$ cat config.mk
export PLATFORM = sky130hd
export DESIGN_NAME = pulpino_fpga_io_ctrl
export DESIGN_NICKNAME = d
export VERILOG_FILES = /design/src/rtl/pulpino_fpga_pkg.sv /design/src/rtl/pulpino_fpga_io_ctrl_gpio_debounce.sv /design/src/rtl/pulpino_fpga_io_ctrl.sv
export SDC_FILE = /design/constraint.sdc
export NUM_CORES = 1
export LEC_CHECK = 0
export BUFFER_PORTS_ARGS = -buffer_cell sky130_fd_sc_hd__buf_2
export CORE_AREA = 2 2 132 102
export CTS_BUF_LIST = sky130_fd_sc_hd__clkbuf_4 sky130_fd_sc_hd__clkbuf_8
export CTS_CLUSTER_SIZE = 20
export DETAILED_ROUTE_END_ITERATION = 6
export DIE_AREA = 0 0 134 104
export GPL_ROUTABILITY_DRIVEN = 0
export GPL_TIMING_DRIVEN = 0
export PLACE_DENSITY = 0.72
export SLEW_MARGIN = 20
export SYNTH_ARGS = -nofsm -noshare
export SYNTH_HDL_FRONTEND = slang
export SYNTH_SLANG_ARGS = --single-unit
$ cat constraint.sdc
create_clock -name clk -period 3.54 [get_ports clk]
set_input_delay 0.531 -clock clk [delete_from_list [all_inputs] [get_ports clk]]
set_output_delay 0.531 -clock clk [all_outputs]
set_load 0.01 [all_outputs]
$ cat src/rtl/pulpino_fpga_pkg.sv
// -----------------------------------------------------------------------------
// pulpino_fpga_pkg
// Shared types and constants for the PULPino FPGA board I/O controller.
//   - boot_state_e : boot sequencer state, 2-bit encoding shown on debug LEDs
//   - DEF_*        : default parameter values for pulpino_fpga_io_ctrl
//   - SYNC_STAGES  : depth of every clock-domain-crossing synchroniser
//   - cnt_width()  : counter width helper that never returns zero
// -----------------------------------------------------------------------------
package pulpino_fpga_pkg;

  typedef enum logic [1:0] {
    HOLD    = 2'd0,
    WAIT_FE = 2'd1,
    DELAY   = 2'd2,
    RUN     = 2'd3
  } boot_state_e;

  localparam int DEF_GPIO_W    = 32;
  localparam int DEF_DEB_CYC   = 1000;
  localparam int DEF_RST_HOLD  = 16;
  localparam int DEF_FETCH_DLY = 8;

  localparam int SYNC_STAGES   = 2;

  // Width of a counter that must hold values 0..n-1; a 1-bit counter is the
  // minimum so that n==1 still yields a legal vector.
  function automatic int cnt_width(input int n);
    return (n > 1) ? $clog2(n) : 1;
  endfunction

endpackage

$ cat src/rtl/pulpino_fpga_io_ctrl_gpio_debounce.sv
// -----------------------------------------------------------------------------
// gpio_debounce
// One GPIO input channel: 2-flop synchroniser, optional debounce counter,
// conditioned value register and registered edge pulses.
//
// Build option: PULPINO_FPGA_DEBOUNCE_EN
//   defined   - a change is accepted only after DEB_CYC consecutive synced
//               cycles differing from the current value.
//   undefined - the synced value is registered once (no counter); DEB_CYC
//               has no effect.
//
// Ports:
//   clk     in  system clock
//   rst_n   in  synchronous active-low reset
//   pad_i   in  raw pad input, asynchronous to clk
//   val_o   out conditioned value
//   rise_o  out one-cycle pulse, coincident with val_o going 0->1
//   fall_o  out one-cycle pulse, coincident with val_o going 1->0
// -----------------------------------------------------------------------------
module gpio_debounce
  import pulpino_fpga_pkg::*;
#(
  parameter int DEB_CYC = DEF_DEB_CYC
) (
  input  logic clk,
  input  logic rst_n,
  input  logic pad_i,
  output logic val_o,
  output logic rise_o,
  output logic fall_o
);

  logic [SYNC_STAGES-1:0] sync_q, sync_d;
  logic                   synced;
  logic                   val_q, val_d;
  logic                   rise_q, rise_d;
  logic                   fall_q, fall_d;

  assign synced = sync_q[SYNC_STAGES-1];

  always_comb begin
    sync_d = {sync_q[SYNC_STAGES-2:0], pad_i};
  end

`ifdef PULPINO_FPGA_DEBOUNCE_EN
  localparam int               CNT_W   = cnt_width(DEB_CYC);
  localparam logic [CNT_W-1:0] CNT_MAX = CNT_W'(DEB_CYC - 1);

  logic [CNT_W-1:0] cnt_q, cnt_d;

  // The counter tracks how long the synced input has disagreed with the
  // accepted value; any agreement restarts the count, so glitches shorter
  // than DEB_CYC cycles never reach val_o.
  always_comb begin
    val_d  = val_q;
    cnt_d  = cnt_q;
    rise_d = 1'b0;
    fall_d = 1'b0;
    if (synced == val_q) begin
      cnt_d = '0;
    end else if (cnt_q == CNT_MAX) begin
      val_d  = synced;
      cnt_d  = '0;
      rise_d = synced;
      fall_d = ~synced;
    end else begin
      cnt_d = cnt_q + 1'b1;
    end
  end

  always_ff @(posedge clk) begin
    if (!rst_n) begin
      cnt_q <= '0;
    end else begin
      cnt_q <= cnt_d;
    end
  end
`else
  // Single register stage after the synchroniser; the pulses compare the
  // incoming synced bit against the value being replaced.
  always_comb begin
    val_d  = synced;
    rise_d = synced & ~val_q;
    fall_d = ~synced & val_q;
  end
`endif

  always_ff @(posedge clk) begin
    if (!rst_n) begin
      sync_q <= '0;
      val_q  <= 1'b0;
      rise_q <= 1'b0;
      fall_q <= 1'b0;
    end else begin
      sync_q <= sync_d;
      val_q  <= val_d;
      rise_q <= rise_d;
      fall_q <= fall_d;
    end
  end

  assign val_o  = val_q;
  assign rise_o = rise_q;
  assign fall_o = fall_q;

endmodule

$ cat src/rtl/pulpino_fpga_io_ctrl.sv
// -----------------------------------------------------------------------------
// pulpino_fpga_io_ctrl
// Board-side I/O and boot controller sitting between the board pins and
// pulpino_top. Conditions the GPIO inputs (one gpio_debounce per bit) and
// sequences SoC reset release and fetch enable.
//
// Build option: PULPINO_FPGA_DEBOUNCE_EN (selects debounced GPIO inputs,
// see gpio_debounce); the boot sequencer is identical in both builds.
//
// Ports:
//   clk             in  system clock
//   rst_n           in  synchronous active-low reset
//   fetch_enable_i  in  board fetch-enable switch, asynchronous
//   gpio_pad_i      in  [GPIO_W] raw board GPIO inputs, asynchronous
//   gpio_in_o       out [GPIO_W] conditioned GPIO value
//   gpio_rise_o     out [GPIO_W] one-cycle pulse on accepted 0->1 change
//   gpio_fall_o     out [GPIO_W] one-cycle pulse on accepted 1->0 change
//   soc_rst_no      out SoC reset, active-low
//   fetch_enable_o  out sequenced fetch enable
//   boot_state_o    out [2] boot state (HOLD/WAIT_FE/DELAY/RUN)
// -----------------------------------------------------------------------------
module pulpino_fpga_io_ctrl
  import pulpino_fpga_pkg::*;
#(
  parameter int GPIO_W    = DEF_GPIO_W,
  parameter int DEB_CYC   = DEF_DEB_CYC,
  parameter int RST_HOLD  = DEF_RST_HOLD,
  parameter int FETCH_DLY = DEF_FETCH_DLY
) (
  input  logic              clk,
  input  logic              rst_n,
  input  logic              fetch_enable_i,
  input  logic [GPIO_W-1:0] gpio_pad_i,
  output logic [GPIO_W-1:0] gpio_in_o,
  output logic [GPIO_W-1:0] gpio_rise_o,
  output logic [GPIO_W-1:0] gpio_fall_o,
  output logic              soc_rst_no,
  output logic              fetch_enable_o,
  output logic [1:0]        boot_state_o
);

  // ---------------------------------------------------------------------------
  // GPIO conditioning, one independent channel per bit
  // ---------------------------------------------------------------------------
  genvar gi;
  generate
    for (gi = 0; gi < GPIO_W; gi++) begin : g_gpio
      gpio_debounce #(
        .DEB_CYC(DEB_CYC)
      ) u_gpio_debounce (
        .clk    (clk),
        .rst_n  (rst_n),
        .pad_i  (gpio_pad_i[gi]),
        .val_o  (gpio_in_o[gi]),
        .rise_o (gpio_rise_o[gi]),
        .fall_o (gpio_fall_o[gi])
      );
    end
  endgenerate

  // ---------------------------------------------------------------------------
  // Fetch-enable synchroniser
  // ---------------------------------------------------------------------------
  logic [SYNC_STAGES-1:0] fe_sync_q, fe_sync_d;
  logic                   fe_synced;

  assign fe_synced = fe_sync_q[SYNC_STAGES-1];

  always_comb begin
    fe_sync_d = {fe_sync_q[SYNC_STAGES-2:0], fetch_enable_i};
  end

  // ---------------------------------------------------------------------------
  // Boot sequencer
  // One shared counter serves both HOLD and DELAY; it is sized for the longer
  // of the two and is cleared on every state change, so it only ever counts
  // up to the terminal value of the state it is in.
  // ---------------------------------------------------------------------------
  localparam int BOOT_MAX = (RST_HOLD > FETCH_DLY) ? RST_HOLD : FETCH_DLY;
  localparam int BCNT_W   = cnt_width(BOOT_MAX);

  localparam logic [BCNT_W-1:0] HOLD_LAST = BCNT_W'(RST_HOLD - 1);
  localparam logic [BCNT_W-1:0] DLY_LAST  = BCNT_W'(FETCH_DLY - 1);

  boot_state_e       state_q, state_d;
  logic [BCNT_W-1:0] cnt_q, cnt_d;
  logic              soc_rst_n_q, soc_rst_n_d;
  logic              fetch_en_q, fetch_en_d;

  always_comb begin
    state_d     = state_q;
    cnt_d       = cnt_q;
    soc_rst_n_d = soc_rst_n_q;
    fetch_en_d  = fetch_en_q;
    case (state_q)
      HOLD: begin
        if (cnt_q == HOLD_LAST) begin
          cnt_d       = '0;
          soc_rst_n_d = 1'b1;
          // A switch already on at reset skips WAIT_FE entirely.
          state_d     = fe_synced ? DELAY : WAIT_FE;
        end else begin
          cnt_d = cnt_q + 1'b1;
        end
      end
      WAIT_FE: begin
        cnt_d      = '0;
        fetch_en_d = 1'b0;
        if (fe_synced) begin
          state_d = DELAY;
        end
      end
      DELAY: begin
        if (!fe_synced) begin
          state_d = WAIT_FE;
          cnt_d   = '0;
        end else if (cnt_q == DLY_LAST) begin
          state_d    = RUN;
          cnt_d      = '0;
          fetch_en_d = 1'b1;
        end else begin
          cnt_d = cnt_q + 1'b1;
        end
      end
      RUN: begin
        if (!fe_synced) begin
          state_d    = WAIT_FE;
          fetch_en_d = 1'b0;
        end
      end
      default: begin
        state_d = HOLD;
        cnt_d   = '0;
      end
    endcase
  end

  always_ff @(posedge clk) begin
    if (!rst_n) begin
      fe_sync_q   <= '0;
      state_q     <= HOLD;
      cnt_q       <= '0;
      soc_rst_n_q <= 1'b0;
      fetch_en_q  <= 1'b0;
    end else begin
      fe_sync_q   <= fe_sync_d;
      state_q     <= state_d;
      cnt_q       <= cnt_d;
      soc_rst_n_q <= soc_rst_n_d;
      fetch_en_q  <= fetch_en_d;
    end
  end

  assign soc_rst_no     = soc_rst_n_q;
  assign fetch_enable_o = fetch_en_q;
  assign boot_state_o   = state_q;

endmodule
# Word-level counts from Yosys, hierarchy flattened

Index checks and enable logic that the tools add are counted.

Flip-flop bits (word level): 170
Output and inout port bits: 100
Input port bits: 35

Bitwise logic cells: 128
Multiplexer cells: 15
Eq/ne operators: 11
$add $sub $neg: 1
Reductions and logical operators: 6

Operators by type and width:

| operator                                             | count |
|---|---|
| AND 1 bit                                            | 64 |
| NOT 1 bit                                            | 64 |
| 2-to-1 mux 2 bit                                     | 6 |
| 2-to-1 mux 4 bit                                     | 3 |
| one-hot mux 4 bit (3 select lines)                   | 1 |
| != test 2 bit (second input constant)                | 5 |
| one-hot mux 2 bit (4 select lines)                   | 1 |
| AND reduction 4 bit                                  | 2 |
| nonzero test 3 bit                                   | 2 |
| adder 4 x 1 -> 4 bit (second input constant)         | 1 |
| equality test 2 bit (second input constant)          | 2 |
| equality test 4 x 3 -> 1 bit (second input constant) | 1 |
| equality test 4 bit (second input constant)          | 1 |
| 2-to-1 mux 1 bit                                     | 3 |
| != test 3 bit (second input constant)                | 1 |
| one-hot mux 1 bit (3 select lines)                   | 1 |
| equality test 2 x 1 -> 1 bit (second input constant) | 1 |
| zero test 2 bit                                      | 1 |
| AND reduction 2 bit                                  | 1 |

# Longest topological paths before layout

Word-level depth: 4
Mapped depth: 6
Depth with buffers taken out: 6

# Modules after synthesis

From an unflattened synthesis, not the netlist that was laid out.

Cells, all modules: 385
Area, all modules: 5,072.4 um^2

By module, submodules not included:

| module               | instances | cells an instance | area each (um^2) |
|---|---|---|---|
| gpio_debounce        | 32        | 10                | 140.1 |
| pulpino_fpga_io_ctrl | 1         | 65                | 588.1 |

# Worst setup path after synthesis

OpenSTA, ideal clock, no wires.

Path kind: flip-flop to flip-flop
Start point: reg state_q[0], in the netlist boot_state_o[0]
End point: reg cnt_q[2]
Library setup time: 0.070 ns
Data arrival time: 1.656 ns
Path slack: 1.814 ns
Path buffers: 0
Cell stages (with the launch flop): 6
Cells stage by stage: dfxtp_1 -> inv_1 -> ha_1 -> a21boi_2 -> or4b_1 -> a21boi_1

Longest elaborated chain between the ends: 2

Ends and longest elaborated chain:

| element                                                                         | line                        | RTL |
|---|---|---|
| start, declared                                                                 | pulpino_fpga_io_ctrl.sv:85  | `boot_state_e state_q, state_d;` |
| start signal, assigned                                                          | pulpino_fpga_io_ctrl.sv:147 | `state_q <= state_d;` |
| equality test 2 bit, or another cell as far along                               | pulpino_fpga_io_ctrl.sv:95  | `case (state_q)` |
| one-hot mux 4 bit (3 select lines) / nonzero test 3 bit (equally long branches) | --                          |  |
| end signal, assigned                                                            | pulpino_fpga_io_ctrl.sv:148 | `cnt_q <= cnt_d;` |
| end, declared                                                                   | pulpino_fpga_io_ctrl.sv:86  | `logic [BCNT_W-1:0] cnt_q, cnt_d;` |

Parallel ways exist; a longest one is shown, timed or not.
A chain may end at the register's enable or synchronous reset.

# Worst setup path after layout

Same ends and word-level chain as after synthesis.

==> qor.yml <==
clock_network:
  clock-root-buffer: "clkbuf_8"
  cts_tree: "built"
  ctsHoldBuffers: 0
  numCtsBuffers: 17
  cts_setup_buffers: 0
  htreeDepth: 4
  clk_pin_slew_worst_paths_ns: 0.09
  cts.sinks: 170
  cts_buffer_depth: 2
  worstSkewPairLatency_ns: 0.45
  cts_resized: 0
logic_synthesis:
  muxShareOfSynthArea_pct: 0.379
  synthCells: 526
  synthTopCellsByArea: "dfxtp_1 (61%), buf_4 (13%), and2_1 (11%)"
  yosysTopAreaCell: "dfxtp_1"
  synth_cell_types: 31
  synth_top_family_by_area: "simple AND/OR/NAND/NOR gates"
  ys_seq_area_share_pct: 60.7
  syn-num-nets: 568
  synth_xor_area_share_pct: 0.156
  avgSynthCellArea_um2: 10.7
  synth_area_um2: 5610
  synthAdderAreaFrac_pct: 1.56
  ys_ff_latch: 170
  synth_warnings: 0
  synth-compound-area-share_pct: 1.96
  yosys.area_share.simple_pct: 21.0
  synth_top_area_share_pct: 60.7
grt:
  antenna_found_initial: 0
  grt_max_degree: 17
  grt-ovfl-total: 0
  grt_pass1_wl_um: 15300
  grt_pass1_vias: 3200
  grt_usage_pct: 14.4
critical_path:
  crit_family: "simple AND/OR/NAND/NOR gates"
  crit_required_ns: 3.93
  crit_type: "register to register"
  r2r_start: "boot_state_o[0]"
  cpMaxStageDelayCell: "or4b_1"
  rr_worst_depth: 5
  arrival_ns: 2.19
  critPathCaptureType: "register"
  timing.rr.end: "cnt_q[2]"
  critPathLaunchType: "register"
  crit_buf_inv: 1
  cp_max_fo: 6
  max_stage_delay_ns: 0.47
  r2r_slack_ns: 1.73
  crit_chain: "inv_1 > ha_1 > a21boi_2 > or4b_1 > a21boi_1"
die:
  dieArea_um2: 13900
  start_util_pct: 44.3
  ios: 135
  die_x_um: 134
  die_h_um: 104
  row_count: 36
  core-area_um2: 12700
place:
  place_hpwl_um: 6940
  portBuffers: 133
  postPlaceCellArea_um2: 6480
  place_inst: 830
min_path:
  hold_path_class: "input pin to register"
  hold_depth: 2
  whs_endpoint: "g_gpio[10].u_gpio_debounce.sync_q[0]"
  holdCritStartpoint: "gpio_pad_i[10]"
sta:
  min_period_over_period_pct: 51.0
  max_slew.worst_pin.slew_ns: 0.568
  finalSetupTns_ns: 0
  max_freq_mhz: 554
  finalClockSkew_ns: 0.00991
  slew_violations: 0
  finalSetupViolations: 0
  hold_violations: 0
  period_minus_slack_ns: 1.81
  relSlewSlack_pct: 62.1
  rsz0062_at_grt: "no"
drt:
  post_drt_via_cell_ratio: 4.05
  ant_nets: 0
  num_vias: 3489
  dr.pass1.iters: 5
  wire_per_inst_um: 11.2
  drcViolationCount: 0
  drt-total-wl_um: 9630
  drtIter0Drc: 135
final_layout:
  final_cells: 862
  final_nets: 720
  mostFrequentLayoutCell: "dfxtp_1"
  syn_to_final_growth_pct: 23.2
  final_cell_mix: "dfxtp_1 (170), buf_2 (136), and2_1 (98), buf_4 (96), nand2_1 (36)"
  final_area_um2: 6910
  final_util_pct: 54.6
  seq_area_um2: 3400
  drive_gt1_share_pct: 38.9
  n_antenna_cell: 0
  fillers: 1138
  multi_input_area_um2: 1410
outcome:
  status: "complete, no violations"
power:
  power.leakage_uw: 0.00349
  power_density_nw_per_um2: 519
  irDropWorstVdd_mv: 0.335
job:
  drv_cap: 0
==> worst max-delay path by stage <==
stage | start | endpoint | cells past startpoint
6_report | boot_state_o[0] | cnt_q[2] | 5
5_1_grt | boot_state_o[0] | cnt_q[2] | 5
4_1_cts | boot_state_o[0] | cnt_q[2] | 5
3_5_place_dp | boot_state_o[0] | cnt_q[2] | 5
3_3_place_gp | boot_state_o[0] | cnt_q[2] | 5
2_1_floorplan | boot_state_o[0] | cnt_q[2] | 5
==> layout make-up <==
type / instances / area share, %
Sequential cell: 170 / 49.3
Multi-Input combinational cell: 241 / 20.4
Tap cell: 171 / 3.10
Inverter: 4 / 0.217
Clock inverter: 13 / 2.43
Buffer: 111 / 11.3
Timing Repair Buffer: 133 / 9.64
Clock buffer: 19 / 3.69
==> flip-flops by register name, summed over array words and instances, names as in the netlist <==
name	cells
boot_state_o	2
fe_sync_q	2
g_gpio.u_gpio_debounce.val_o	32
soc_rst_no	1
fetch_enable_o	1
cnt_q	4
g_gpio.u_gpio_debounce.fall_o	32
g_gpio.u_gpio_debounce.rise_o	32
g_gpio.u_gpio_debounce.sync_q	64
==> routing by layer <==
metal,GRT usage [%],up-vias,share of wire [%]
met5,0,-,0
met4,5.93,0,1.6
met3,6.09,13,7.2
met2,21.3,100,43
met1,18.3,1545,48
li1,-,1831,-
==> synthesized netlist by cell type, drive strengths merged <==
library cell	number
dfxtp	170
nand3b	1
or4b	1
ha	7
a21oi	2
buf	99
o21ai	5
nor2	33
inv	4
o41ai	1
nand2	36
a31oi	1
a21boi	3
mux2i	1
a221oi	1
xor2	1
nor2b	34
nand3	5
nor3b	1
and2	99
nor4b	1
clkbuf	12
a211o	1
mux2	1
a41oi	1
and3	2
nor3	3
==> stage by stage <==
| stage | hold WS, ns | total power, µW | setup slack (ns) |
|---|---|---|---|
| 6_report | 0.284 | 3590 | 1.73 |
| 5_1_grt | 0.250 | 3730 | 1.60 |
| 4_1_cts | 0.249 | 3630 | 1.72 |
| 3_5_place_dp | 0.392 | 2220 | 1.73 |
| 3_3_place_gp | 0.386 | 2210 | 1.80 |
| 2_1_floorplan | 0.382 | 2150 | 1.81 |
==> report_power, final <==
| part | leakage (µW) | internal (µW) | switching [µW] |
|---|---|---|---|
| clock network | 0.000210 | 730 | 686 |
| logic | 0.00189 | 93.9 | 77.7 |
| registers | 0.00139 | 1970 | 25.2 |
==> kinds of logic after synthesis <==
group / Yosys count
multiplexers: 2
flip-flops: 170
AO/OA/AOI/OAI: 15
buffers and inverters: 115
AND/OR/NAND/NOR: 216
XOR/XNOR: 1
adder cells (fa/ha/maj): 7
Power figures use the tool's default switching activity.
